**src/rtl/serial_compare_nbit_pkg.sv**
```systemverilog
// Shared types and defaults for the MSB-first serial magnitude comparator.
package serial_compare_pkg;

   typedef enum logic [1:0] {
      IDLE  = 2'd0,
      SHIFT = 2'd1,
      DONE  = 2'd2
   } sc_state_t;

   localparam int SC_DEFAULT_WIDTH = 8;

endpackage

```
**src/rtl/serial_compare_nbit.sv**
```systemverilog
// Serial unsigned comparator: walks both operands MSB first, one bit pair per
// cycle, stopping at the first differing pair.
module serial_compare_nbit
   import serial_compare_pkg::*;
#(
   parameter int WIDTH = SC_DEFAULT_WIDTH
) (
   input  logic             clk,
   input  logic             rst_n,
   input  logic             start,
   input  logic [WIDTH-1:0] a,
   input  logic [WIDTH-1:0] b,
   output logic             ready,
   output logic             busy,
   output logic             done,
   output logic             esit,
   output logic             buyuk,
   output logic             kucuk
);

   localparam int            CW      = (WIDTH > 1) ? $clog2(WIDTH) : 1;
   localparam logic [CW-1:0] CNT_TOP = CW'(WIDTH - 1);

   sc_state_t        state_q, state_d;
   logic [WIDTH-1:0] sa_q, sa_d;
   logic [WIDTH-1:0] sb_q, sb_d;
   logic [CW-1:0]    cnt_q, cnt_d;
   logic             esit_q, esit_d;
   logic             buyuk_q, buyuk_d;
   logic             kucuk_q, kucuk_d;
   logic             msb_a, msb_b;

   assign msb_a = sa_q[WIDTH-1];
   assign msb_b = sb_q[WIDTH-1];

   always_comb begin
      state_d = state_q;
      sa_d    = sa_q;
      sb_d    = sb_q;
      cnt_d   = cnt_q;
      esit_d  = esit_q;
      buyuk_d = buyuk_q;
      kucuk_d = kucuk_q;
      unique case (state_q)
         IDLE: begin
            if (start) begin
               sa_d    = a;
               sb_d    = b;
               cnt_d   = CNT_TOP;
               esit_d  = 1'b0;
               buyuk_d = 1'b0;
               kucuk_d = 1'b0;
               state_d = SHIFT;
            end
         end
         SHIFT: begin
            // The first differing pair decides the magnitude outright.
            if (msb_a != msb_b) begin
               buyuk_d = msb_a & ~msb_b;
               kucuk_d = ~msb_a & msb_b;
               esit_d  = 1'b0;
               state_d = DONE;
            end else if (cnt_q == '0) begin
               esit_d  = 1'b1;
               buyuk_d = 1'b0;
               kucuk_d = 1'b0;
               state_d = DONE;
            end else begin
               sa_d  = sa_q << 1;
               sb_d  = sb_q << 1;
               cnt_d = cnt_q - CW'(1);
            end
         end
         DONE:    state_d = IDLE;
         default: state_d = IDLE;
      endcase
   end

   always_ff @(posedge clk or negedge rst_n) begin
      if (!rst_n) begin
         state_q <= IDLE;
         sa_q    <= '0;
         sb_q    <= '0;
         cnt_q   <= '0;
         esit_q  <= 1'b0;
         buyuk_q <= 1'b0;
         kucuk_q <= 1'b0;
      end else begin
         state_q <= state_d;
         sa_q    <= sa_d;
         sb_q    <= sb_d;
         cnt_q   <= cnt_d;
         esit_q  <= esit_d;
         buyuk_q <= buyuk_d;
         kucuk_q <= kucuk_d;
      end
   end

   assign ready = (state_q == IDLE);
   assign busy  = (state_q == SHIFT);
   assign done  = (state_q == DONE);
   assign esit  = esit_q;
   assign buyuk = buyuk_q;
   assign kucuk = kucuk_q;

endmodule

```
**config.mk**
```make
export PLATFORM = sky130hd
export DESIGN_NAME = serial_compare_nbit
export DESIGN_NICKNAME = d
export VERILOG_FILES = /design/src/rtl/serial_compare_nbit_pkg.sv /design/src/rtl/serial_compare_nbit.sv
export SDC_FILE = /design/constraint.sdc
export NUM_CORES = 1
export LEC_CHECK = 0
export ABC_AREA = 1
export BUFFER_PORTS_ARGS = -buffer_cell sky130_fd_sc_hd__buf_2
export CORE_ASPECT_RATIO = 0.6
export CORE_MARGIN = 2
export CORE_UTILIZATION = 42
export CTS_CLUSTER_SIZE = 28
export DETAILED_ROUTE_END_ITERATION = 7
export PLACE_DENSITY_LB_ADDON = 0.15
export REMOVE_ABC_BUFFERS = 1
export SYNTH_ARGS = -nofsm -noshare
export SYNTH_HDL_FRONTEND = slang
export SYNTH_SLANG_ARGS = --single-unit
export TNS_END_PERCENT = 5
```
**constraint.sdc**
```tcl
create_clock -name clk -period 1.6 [get_ports clk]
set_input_delay 0.08 -clock clk [delete_from_list [all_inputs] [get_ports clk]]
set_output_delay 0.08 -clock clk [all_outputs]
set_load 0.005 [all_outputs]
```
==> impl_metrics.json, run 1 <==
{
  "vias": 1107,
  "die_w_microns": 75.3,
  "p_int_mw": 1.64,
  "grt_usage": 0.179,
  "crit_arrival_ps": 1530,
  "yosysWarnings": 0,
  "routedWlPerCell_microns": 11.3,
  "cts_setup_buffers": 0,
  "seqCellArea_sq_um": 601,
  "fin_nets": 220,
  "cts_max_level": 1,
  "grt_pass1_vias": 1014,
  "power_switching_mw": 1.27,
  "final_common_cell": "nand2_1",
  "syn_inst": 171,
  "setup_violations": 0,
  "cts.reportedPaths.clkPinSlew_ps": 80,
  "cts_buffer_depth": 2,
  "multi_input_area_sq_um": 584,
  "dp.cells": 233,
  "worstSetupStartpointType": "flip-flop",
  "drive_gt1_frac": 0.194,
  "vias_per_cell": 4.65,
  "drc": 0,
  "max_freq_mhz": 728,
  "worstSetupEndpoint": "sb_q[6]$_DFFE_PN0P_",
  "worstPathMaxFanout": 11,
  "cts_tree": "built",
  "first_pass_iters": 4,
  "core_sq_um": 2890,
  "status": "finished, final reports clean",
  "io_buffer_count": 24,
  "synth_area_sq_um": 1280,
  "antenna_found_initial": 0,
  "grt_max_degree": 25,
  "final.setup.worst_slack_ps": 226,
  "worst_r2r_path_depth": 6,
  "hold_class": "input port to flip-flop",
  "crit_start": "sa_q[7]$_DFFE_PN0P_",
  "timing.rr.start": "sa_q[7]$_DFFE_PN0P_",
  "crit_family": "flip-flops",
  "power_density_nw_per_um2": 1950,
  "irDropWorstVdd_v": 0.00117,
  "slew_headroom": 0.650,
  "switching_share": 0.436,
  "fin_util": 0.519,
  "skew_ps": 4.62,
  "r2r_setup_slack_ps": 230,
  "path_depth": 6,
  "clkPwrFrac": 0.139,
  "fin_total_pwr_mw": 2.92,
  "root_buffer": "clkbuf_8",
  "dpl_cell_area_sq_um": 1430,
  "fillers": 305,
  "maxCapViolCount": 0,
  "crit_required_ps": 1760,
  "crit_path_max_incr_delay_ps": 400,
  "setup_tns_ps": 0,
  "comb_power_share": 0.494,
  "holdWs_ps": 74.6,
  "synth-seq-area-share": 0.469,
  "maxSlewViolCount": 0,
  "cp-end-kind": "flip-flop",
  "ys_ff_latch": 24,
  "routed_wl_microns": 2680,
  "p_leak_nw": 0.884,
  "gr-total-overflow": 0,
  "avgSynthCellArea_sq_um": 7.49,
  "dp_slack_ps": 238,
  "clkSinkCount": 24,
  "dr.first_iter.drc_count": 35,
  "path_cells": "inv_1 -> ha_1 -> nand3_2 -> buf_4 -> nand3_1 -> nand2_1",
  "initial_core_util": 0.443,
  "dieArea_sq_um": 3520,
  "fin_crit_sh": 0.858,
  "grt_pass1_wl_microns": 4530,
  "cpMaxStageDelayCell": "dfrtp_1",
  "syn_to_final_growth_pct": 17.1,
  "rows": 15,
  "hold_viol_final": 0,
  "gp_congestion": 0.786,
  "numCtsBuffers": 3,
  "post-dp-hpwl_microns": 1970,
  "n_antenna_cell": 0,
  "ys_types": 15,
  "crit_buf_inv": 2,
  "die_height_microns": 46.8,
  "stdcell_area_sq_um": 1500,
  "rsz0062_at_grt": "no",
  "period_minus_slack_ps": 1370,
  "postRouteAntennaNets": 0,
  "final_cell_mix": "nand2_1, dfrtp_1, buf_2, nand3_1, inv_1",
  "ios": 25,
  "max_slew.worst_pin.slew_ps": 525,
  "reg2reg_to": "sb_q[6]$_DFFE_PN0P_",
  "seq_power_share": 0.368,
  "final_cells": 238,
  "clock_latency_ps": 260,
  "crit_type": "flip-flop to flip-flop"
}
==> worst min-delay path, stage by stage <==
cell and delay [ps]:
buf_2 80, nand4_1 80, nand2_1 70
==> power by group through the flow <==
stage | Combinational (mW) | Sequential (mW) | Clock (mW)
3_3_place_gp | 1.42 | 1.07 | 0
6_report | 1.44 | 1.07 | 0.405
3_5_place_dp | 1.46 | 1.09 | 0
4_1_cts | 1.47 | 1.07 | 0.421
5_1_grt | 1.68 | 1.11 | 0.443
2_1_floorplan | 0.995 | 1.04 | 0
==> repair_timing <==
action	in CTS	in global routing
hold buffers	1	0
resized for setup	0	0
setup endpoints to repair	0	0
endpoints found under the hold margin	24	0
==> synth_stat cells <==
cell	count	share of area
nand2_1	93	0.27
dfrtp_1	24	0.47
nand3_1	22	0.086
inv_1	8	0.023
buf_2	4	0.016
ha_1	4	0.039
buf_6	3	0.026
nand4_1	3	0.015
nor2_1	3	0.0088
nand2_2	2	0.0098
buf_4	1	0.0059
inv_2	1	0.0029
nand2_4	1	0.0088
nand3_2	1	0.0078
nor2_4	1	0.0088
==> flip-flops by register name, summed over array words and instances, names as in the netlist <==
name     cells
buyuk        1
cnt_q        3
esit         1
kucuk        1
sa_q         8
sb_q         8
state_q      2
==> cell type report <==
cell class | count | share of cell area
Timing Repair Buffer | 29 | 0.115
Clock buffer | 4 | 0.0367
Sequential cell | 24 | 0.401
Tap cell | 42 | 0.0351
Inverter | 9 | 0.0225
Multi-Input combinational cell | 130 | 0.390
==> logic make-up after synthesis <==
group	share of synthesized area
adder cells (fa/ha/maj)	0.0391
buffers and inverters	0.0743
AND/OR/NAND/NOR	0.417
flip-flops	0.469
==> worst min-delay path by stage <==
stage	from	to	slack, ps	depth (start not counted)
3_3_place_gp	rst_n	state_q[0]$_DFFE_PN0P_	100	1
3_5_place_dp	rst_n	state_q[0]$_DFFE_PN0P_	100	1
6_report	b[0]	sb_q[0]$_DFFE_PN0P_	70	3
5_1_grt	b[0]	sb_q[0]$_DFFE_PN0P_	80	3
4_1_cts	b[0]	sb_q[0]$_DFFE_PN0P_	70	3
2_1_floorplan	rst_n	buyuk$_DFFE_PN0P_	-220	0
==> metal layers <==
layer	vias up	track usage	routed length, microns
met3	4	0.0558	110
met1	501	0.228	1270
met2	23	0.298	1260
met4	0	0.0632	38
li1	579	-	-
met5	-	0	0
Note: power is estimated with default switching activity, not from simulation.
==> inputs of run 2 (changes only) <==
Settings changed: ABC_AREA 1 to unset, RECOVER_POWER set to 100.
==> impl_metrics.json, run 2 <==
{
  "grt_max_degree": 25,
  "io_buffer_count": 24,
  "worstSetupEndpoint": "sb_q[1]$_DFFE_PN0P_",
  "synth-async-reset-ratio": 1.00,
  "yosysWarnings": 0,
  "dieArea_sq_um": 3440,
  "power_density_nw_per_um2": 1870,
  "fin_util": 0.527,
  "crit_start": "sa_q[7]$_DFFE_PN0P_",
  "die_w_microns": 74.4,
  "vias_per_cell": 5.45,
  "synth_area_sq_um": 1250,
  "numCtsBuffers": 3,
  "n_antenna_cell": 0,
  "ys.flop_type": "dfrtp_1",
  "avgSynthCellArea_sq_um": 11.2,
  "syn_to_final_growth_pct": 20.5,
  "path_cells": "inv_1 -> ha_2 -> a32o_2 -> o221a_2",
  "status": "finished, final reports clean",
  "skew_ps": 2.54,
  "clkSinkCount": 24,
  "vias": 997,
  "routedWlPerCell_microns": 15.3,
  "crit_type": "flip-flop to flip-flop",
  "dr.first_iter.drc_count": 71,
  "gr-total-overflow": 0,
  "cts_max_level": 1,
  "final.setup.worst_slack_ps": 49.3,
  "fin_crit_sh": 0.969,
  "rsz0062_at_grt": "no",
  "ys_top_cells_by_count": "dfrtp_1, o221a_2, or2_0",
  "crit_required_ps": 1750,
  "grt_pass1_vias": 942,
  "syn_inst": 111,
  "antenna_found_initial": 0,
  "final_common_cell": "dfrtp_1",
  "synth_area_leaders": "dfrtp_1, o221a_2, or2_0",
  "yosysMostFrequentCell": "dfrtp_1",
  "die_height_microns": 46.2,
  "cpMaxStageDelayCell": "dfrtp_1",
  "maxSlewViolCount": 0,
  "root_buffer": "clkbuf_8",
  "worstPathMaxFanout": 8,
  "cts_setup_buffers": 0,
  "grt_usage": 0.176,
  "cp-end-kind": "flip-flop",
  "synth-seq-area-share": 0.481,
  "gp_congestion": 0.735,
  "setup_violations": 0,
  "top_regs": "sa_q: 8 flops, sb_q: 8 flops, cnt_q: 3 flops",
  "hold_class": "input port to flip-flop",
  "holdWs_ps": 158,
  "maxCapViolCount": 0,
  "post-dp-hpwl_microns": 1950,
  "max_freq_mhz": 645,
  "slew_headroom": 0.610,
  "initial_core_util": 0.437,
  "routed_wl_microns": 2800,
  "max_slew.worst_pin.slew_ps": 585,
  "crit_path_max_incr_delay_ps": 410,
  "ys_ff_latch": 24,
  "worst_r2r_path_depth": 4,
  "clock_latency_ps": 260,
  "first_pass_iters": 4,
  "synth_top_area_frac": 0.481,
  "drc": 0,
  "fillers": 260,
  "r2r_setup_slack_ps": 50,
  "ios": 25,
  "crit_arrival_ps": 1700,
  "p_leak_nw": 0.656,
  "synth-edff-count": 0,
  "cts.reportedPaths.clkPinSlew_ps": 80,
  "dp_slack_ps": 40.7,
  "worstSetupStartpointType": "flip-flop",
  "yosysTopAreaCell": "dfrtp_1",
  "rows": 15,
  "drive_gt1_frac": 0.397,
  "final_cell_mix": "dfrtp_1, buf_2, o221a_2, or2_0, buf_4",
  "period_minus_slack_ps": 1550,
  "core_sq_um": 2850,
  "grt_pass1_wl_microns": 4450,
  "postRouteAntennaNets": 0,
  "cts_tree": "built",
  "irDropWorstVdd_v": 0.000738,
  "fin_nets": 165,
  "ys_types": 29,
  "reg2reg_to": "sb_q[1]$_DFFE_PN0P_",
  "timing.rr.start": "sa_q[7]$_DFFE_PN0P_",
  "hold_viol_final": 0,
  "cts_buffer_depth": 2
}
run 2: cell count changes after synthesis, moves of 3 or more:
cell | before | now
or2_2 | 0 | 4
and2_1 | 0 | 3
nor2b_1 | 0 | 5
or2_0 | 0 | 10
nand2_1 | 93 | 6
nand3_1 | 22 | 1
inv_1 | 8 | 5
o221a_2 | 0 | 14
run 2: metal layers:
| layer | wire length (microns) | global-route usage | up-vias |
|---|---|---|---|
| li1 | - | - | 479 |
| met1 | 1480 | 0.277 | 492 |
| met2 | 1150 | 0.234 | 24 |
| met3 | 148 | 0.0460 | 2 |
| met4 | 8 | 0.0429 | 0 |
| met5 | 0 | 0 | - |
run 2: final cells by class:
type	instances	area (sq um)	area share
sequential	24	601	0.400
multi-input combinational	74	588	0.391
timing repair buffer	34	188	0.125
clock buffer	4	55.1	0.0366
tap	42	52.6	0.0350
inverter	5	18.8	0.0125
run 2: stage by stage:
step	power (mW)	instances	area, sq um	setup TNS, ps
after detailed placement	2.34	177	1430	0
after floorplan	1.87	102	1190	-1300
after global routing	3.01	183	1500	0
after global placement	2.29	177	1430	0
after CTS	2.74	182	1490	0
final	2.81	183	1500	0
run 2: repair_timing:
item                                    in CTS  in global routing
endpoints found under the hold margin       24                  0
gates resized for setup                      0                  3
hold buffers                                 1                  0
endpoints found under the setup margin       0                 14
run 2: critical path: cells and delay by family (launching register included):
kind                       cells  cell delay, ps
buffers and inverters          1              90
AOI/OAI and AO/OA              2             630
adders and majority gates      1             320
DFF                            1             410
run 2: worst min path at each step:
stage               start             endpoint  cells past startpoint
global route         b[4]  sb_q[4]$_DFFE_PN0P_                      3
floorplan           rst_n    buyuk$_DFFE_PN0P_                      0
global placement    rst_n  sa_q[6]$_DFFE_PN0P_                      1
CTS                  a[6]  sa_q[6]$_DFFE_PN0P_                      3
finish               b[4]  sb_q[4]$_DFFE_PN0P_                      3
detailed placement  rst_n  sa_q[6]$_DFFE_PN0P_                      1
run 2: cell families after synthesis:
logic type	Yosys count	share of synthesized area
AOI/OAI and AO/OA	29	0.224
adders and majority gates	4	0.0401
buffers and inverters	14	0.0642
DFF	24	0.481
and+or+nand+nor	40	0.191
run 2: where the power goes:
| part | internal [mW] | total (mW) | switching [mW] | leakage, nW |
|---|---|---|---|---|
| registers | 0.869 | 1.05 | 0.182 | 0.276 |
| logic | 0.670 | 1.35 | 0.682 | 0.351 |
| clock network | 0.219 | 0.404 | 0.185 | 0.0288 |
